**src/rtl/three_input_gate_arb_v.sv**
```systemverilog
// Round-robin arbiter/sequencer sharing one external three-input gate among N_REQ requesters.
// Grants one requester per IDLE->EVAL pass, drives the gate from registered operands, captures its result.
module three_input_gate_arb_v #(
   parameter int unsigned N_REQ = 4,
   parameter int unsigned ID_W  = 2
) (
   input  logic               i_clk,
   input  logic               i_rst,
   input  logic [N_REQ-1:0]   i_req,
   input  logic [3*N_REQ-1:0] i_abc,
   input  logic [2*N_REQ-1:0] i_code_vec,
   output logic [N_REQ-1:0]   o_gnt,
   output logic               o_gate_a,
   output logic               o_gate_b,
   output logic               o_gate_c,
   output logic [1:0]         o_gate_code,
   input  logic               i_gate_f,
   output logic               o_valid,
   output logic               o_f,
   output logic [ID_W-1:0]    o_id,
   output logic               o_busy
);

   localparam int unsigned IDX_W = $clog2(N_REQ);

   typedef enum logic {IDLE, EVAL} state_t;

   state_t           state_q, state_d;
   logic [N_REQ-1:0] gnt_q, gnt_d;
   logic             gate_a_q, gate_a_d;
   logic             gate_b_q, gate_b_d;
   logic             gate_c_q, gate_c_d;
   logic [1:0]       gate_code_q, gate_code_d;
   logic             valid_q, valid_d;
   logic             f_q, f_d;
   logic [ID_W-1:0]  id_q, id_d;
   logic             busy_q, busy_d;
   logic [ID_W-1:0]  ptr_q, ptr_d;

   logic [N_REQ-1:0] win_oh;
   logic [IDX_W-1:0] win_idx;
   logic [2:0]       win_abc;
   logic [1:0]       win_code;
   int unsigned      scan;
   int unsigned      nxt;

   // Scan upward from the pointer with wrap; the first requester hit wins.
   always_comb begin
      win_oh   = '0;
      win_idx  = '0;
      win_abc  = '0;
      win_code = '0;
      scan     = 0;
      nxt      = 0;
      for (int unsigned i = 0; i < N_REQ; i++) begin
         scan = 32'(ptr_q) + i;
         if (scan >= N_REQ) begin
            scan = scan - N_REQ;
         end
         if ((win_oh == '0) && i_req[IDX_W'(scan)]) begin
            win_oh[IDX_W'(scan)] = 1'b1;
            win_idx              = IDX_W'(scan);
         end
      end
      for (int unsigned k = 0; k < N_REQ; k++) begin
         if (win_oh[k]) begin
            win_abc  = i_abc[3*k +: 3];
            win_code = i_code_vec[2*k +: 2];
         end
      end
      nxt = 32'(win_idx) + 1;
      if (nxt >= N_REQ) begin
         nxt = 0;
      end
   end

   always_comb begin
      state_d     = state_q;
      gnt_d       = gnt_q;
      gate_a_d    = gate_a_q;
      gate_b_d    = gate_b_q;
      gate_c_d    = gate_c_q;
      gate_code_d = gate_code_q;
      valid_d     = 1'b0;
      f_d         = f_q;
      id_d        = id_q;
      busy_d      = busy_q;
      ptr_d       = ptr_q;
      case (state_q)
         IDLE: begin
            gnt_d  = '0;
            busy_d = 1'b0;
            if (i_req != '0) begin
               gnt_d       = win_oh;
               gate_a_d    = win_abc[2];
               gate_b_d    = win_abc[1];
               gate_c_d    = win_abc[0];
               gate_code_d = win_code;
               id_d        = ID_W'(win_idx);
               ptr_d       = ID_W'(nxt);
               busy_d      = 1'b1;
               state_d     = EVAL;
            end
         end
         EVAL: begin
            f_d     = i_gate_f;
            valid_d = 1'b1;
            gnt_d   = '0;
            busy_d  = 1'b0;
            state_d = IDLE;
         end
         default: begin
            state_d = IDLE;
         end
      endcase
   end

   always_ff @(posedge i_clk) begin
      if (i_rst) begin
         state_q     <= IDLE;
         gnt_q       <= '0;
         gate_a_q    <= 1'b0;
         gate_b_q    <= 1'b0;
         gate_c_q    <= 1'b0;
         gate_code_q <= '0;
         valid_q     <= 1'b0;
         f_q         <= 1'b0;
         id_q        <= '0;
         busy_q      <= 1'b0;
         ptr_q       <= '0;
      end else begin
         state_q     <= state_d;
         gnt_q       <= gnt_d;
         gate_a_q    <= gate_a_d;
         gate_b_q    <= gate_b_d;
         gate_c_q    <= gate_c_d;
         gate_code_q <= gate_code_d;
         valid_q     <= valid_d;
         f_q         <= f_d;
         id_q        <= id_d;
         busy_q      <= busy_d;
         ptr_q       <= ptr_d;
      end
   end

   assign o_gnt       = gnt_q;
   assign o_gate_a    = gate_a_q;
   assign o_gate_b    = gate_b_q;
   assign o_gate_c    = gate_c_q;
   assign o_gate_code = gate_code_q;
   assign o_valid     = valid_q;
   assign o_f         = f_q;
   assign o_id        = id_q;
   assign o_busy      = busy_q;

endmodule

```
**config.mk**
```make
export PLATFORM = sky130hd
export DESIGN_NAME = three_input_gate_arb_v
export DESIGN_NICKNAME = d
export VERILOG_FILES = /design/src/rtl/three_input_gate_arb_v.sv
export SDC_FILE = /design/constraint.sdc
export NUM_CORES = 1
export LEC_CHECK = 0
export ABC_AREA = 0
export CAP_MARGIN = 20
export CORE_ASPECT_RATIO = 1.25
export CORE_UTILIZATION = 51
export CTS_CLUSTER_DIAMETER = 60
export DETAILED_ROUTE_END_ITERATION = 16
export GPL_ROUTABILITY_DRIVEN = 0
export PLACE_DENSITY = 0.85
export SYNTH_ARGS = -nofsm -noshare
export SYNTH_HDL_FRONTEND = slang
export SYNTH_SLANG_ARGS = --single-unit
export TNS_END_PERCENT = 5
```
**constraint.sdc**
```tcl
create_clock -name i_clk -period 5.5 [get_ports i_clk]
set_clock_uncertainty 0.15 [all_clocks]
set_input_delay 1.1 -clock i_clk [delete_from_list [all_inputs] [get_ports i_clk]]
set_output_delay 1.1 -clock i_clk [all_outputs]
set_load 0.01 [all_outputs]
```
==> out/metrics.yaml <==
grt:
  use_met1_pct: 26.5
  grt.busiest_layer: "met2"
  use_met3_pct: 4.44
  use_met2_pct: 50.9
  grt_max_degree: 18
  grt_overflow: 0
  grt_pass1_wl_um: 5800
  grt_usage_pct: 25.3
  antenna_found_initial: 0
  grt_pass1_vias: 1368
power_and_ir_drop:
  pwr-share-clk_pct: 7.4
  vdd_ir_drop_max_mv: 0.371
  combPwrFrac_pct: 73.8
  power_w: 0.00108
  p_sw_w: 0.000517
  sequentialPowerShare_pct: 18.8
  internal-power_w: 0.000558
  p_per_area_nw_per_um2: 573
  switching_share_pct: 48.1
  leakagePower_nw: 0.718
worst_setup_path:
  slowest_stage: "o311ai_2"
  worstPathArrival_ns: 4.11
  criticalPathCategory: "in2reg"
  critPathMaxFanout: 7
  start_kind: "primary input"
  worstPathRequired_ns: 5.54
  path_cells: "clkdlybuf4s50_1 -> mux4_2 -> a21boi_2 -> a211oi_2 -> o311ai_4 -> o311ai_2 -> a21oi_4 -> a22o_1 -> a32o_1"
  end_kind: "flop"
  reg2reg_slack_ns: 1.44
  max_stage_delay_ns: 0.63
placed_design:
  hpwlAfterDp_um: 2950
  portBuffers: 40
  place_inst: 229
  dpl_worst_slack_ns: 1.12
clocking:
  cts_buffers: 3
  cts_sinks: 16
  post_cts_buffers: 0
  htreeDepth: 1
  path_clk_slew_ns: 0.10
  cts_tree: "built"
  root_buffer: "clkbuf_4"
  clk_latency_ns: 0.29
  cts_resized: 0
  cts_max_path_buffers: 2
  ctsHoldBuffers: 0
logic_synthesis:
  synth_most_common_cell: "nor2_1"
  syn_avg_cell_area_um2: 8.94
  synth_fp_nets: 194
  synth-seq-area-share_pct: 22.4
  synth_area_leaders: "dfxtp_1, ha_1, nor2_1"
  synth_common_cells: "nor2_1, dfxtp_1, inv_1"
  yosysWarnings: 0
  synth_largest_area_cell: "dfxtp_1"
  yosys_register_bits: 16
  synth_cell_types: 62
  synth_top_area_share_pct: 22.4
  syn-cell-area_um2: 1430
  async_flop_share_pct: 0
  synth-edff-count: 0
  ys.flop_type: "dfxtp_1"
  synth_cells: 160
finish:
  syn2layout_area_growth_pct: 31.3
  n_antenna_cell: 0
  nets: 234
  drive_above_1_share_pct: 12.6
  instances_no_fill: 233
route:
  totalWireLength_um: 3740
  drc_errors: 0
  first_iter_violations: 47
  viasPerCell: 6.20
  dr.pass1.iters: 4
  ant_nets: 0
  num_vias: 1444
  wl_per_cell_um: 16.1
timing:
  hold-worst-slack_ns: 0.362
  drv_slew: 0
  worstMarginPinSlew_ns: 0.673
  hold_violations: 0
  final-setup-viol-count: 0
  period_share_pct: 74.1
  worst_slack_ns: 1.43
  fin_setup_tns_ns: 0
  clock.fmax_ghz: 0.245
  slew_headroom_pct: 55.0
  rsz0062_at_grt: "false"
  period_minus_slack_ns: 4.07
min_path:
  worstHoldPathType: "reg2reg"
die:
  ios: 41
  die-area_um2: 3020
  die_h_um: 61.2
  core_um2: 2680
  num_rows: 21
  die_w_um: 49.4
  initial_core_util_pct: 53.4
job:
  cap_violations: 0
status:
  status: "finished, final reports clean"
worst max-delay path: cells and delay by family:
| family | cells | cell delay (ns) |
|---|---|---|
| muxes | 1 | 0.57 |
| buffers and inverters | 1 | 0.49 |
| AOI/OAI and AO/OA | 7 | 1.95 |
layout by cell type (no fill, tap or decap), types with 3 or more instances in the layout:
cell and n:
o31ai_1 5, clkdlybuf4s50_1 40, nand2_1 4, mux2i_1 4, a21oi_1 7, nor2_1 20, mux4_2 3, nand2b_1 7
nor3_1 3, inv_1 14, a22o_1 5, dfxtp_1 16, ha_1 7, clkbuf_4 3, a32o_1 5
metrics by stage:
stage          util [%]  cell area, um^2
6_report           70.1             1880
4_1_cts            70.1             1880
3_5_place_dp       68.7             1840
2_1_floorplan         -             1430
3_3_place_gp       68.7             1840
5_1_grt            70.1             1880
power groups by stage:
| stage | Clock [W] | Sequential (W) | Combinational [W] |
|---|---|---|---|
| after floorplan | 0 | 0.000206 | 0.000578 |
| after global placement | 0 | 0.000203 | 0.000758 |
| after detailed placement | 0 | 0.000204 | 0.000785 |
| after CTS | 0.0000806 | 0.000202 | 0.000788 |
| after global routing | 0.0000853 | 0.000208 | 0.000854 |
| final | 0.0000795 | 0.000202 | 0.000794 |
path summary, 6_finish.rpt:
kind | start | endpoint | cells past startpoint
setup reg to reg | flop | o_gate_a | 10
setup / recovery | i_req[2] | o_gate_a | 9
hold / removal | o_id[0] | o_id[0] | 2
hold reg to reg | o_id[0] | o_id[0] | 2
flip-flops by register name, summed over array words and instances (netlist names), named ones only:
name / flops
o_busy: 1
o_f: 1
o_gate_a: 1
o_gate_b: 1
o_gate_c: 1
o_gate_code: 2
o_gnt: 4
o_id: 2
o_valid: 1
ptr_q: 1
cells by family after synthesis:
family | after synthesis | share of synthesized area [%]
flops | 16 | 22.4
xor+xnor | 1 | 0.613
compound gates | 58 | 37.4
fa+ha+maj | 7 | 6.12
simple gates | 50 | 18.5
buf+inv | 19 | 5.86
mux | 9 | 9.10
layer usage:
layer / part of all wire (%) / up-vias
li1: - / 696
met1: 41 / 690
met2: 53 / 54
met3: 4.9 / 4
met4: 0.86 / 0
met5: 0 / -
cell type report:
type / count / area (um^2)
Multi-Input combinational cell: 125 / 1030
Fill cell: 218 / 802
Timing Repair Buffer: 40 / 400
Sequential cell: 16 / 320
Inverter: 14 / 52.6
Tap cell: 34 / 42.5
Clock buffer: 4 / 36.3
No activity file was read; power rests on OpenSTA's default activity.
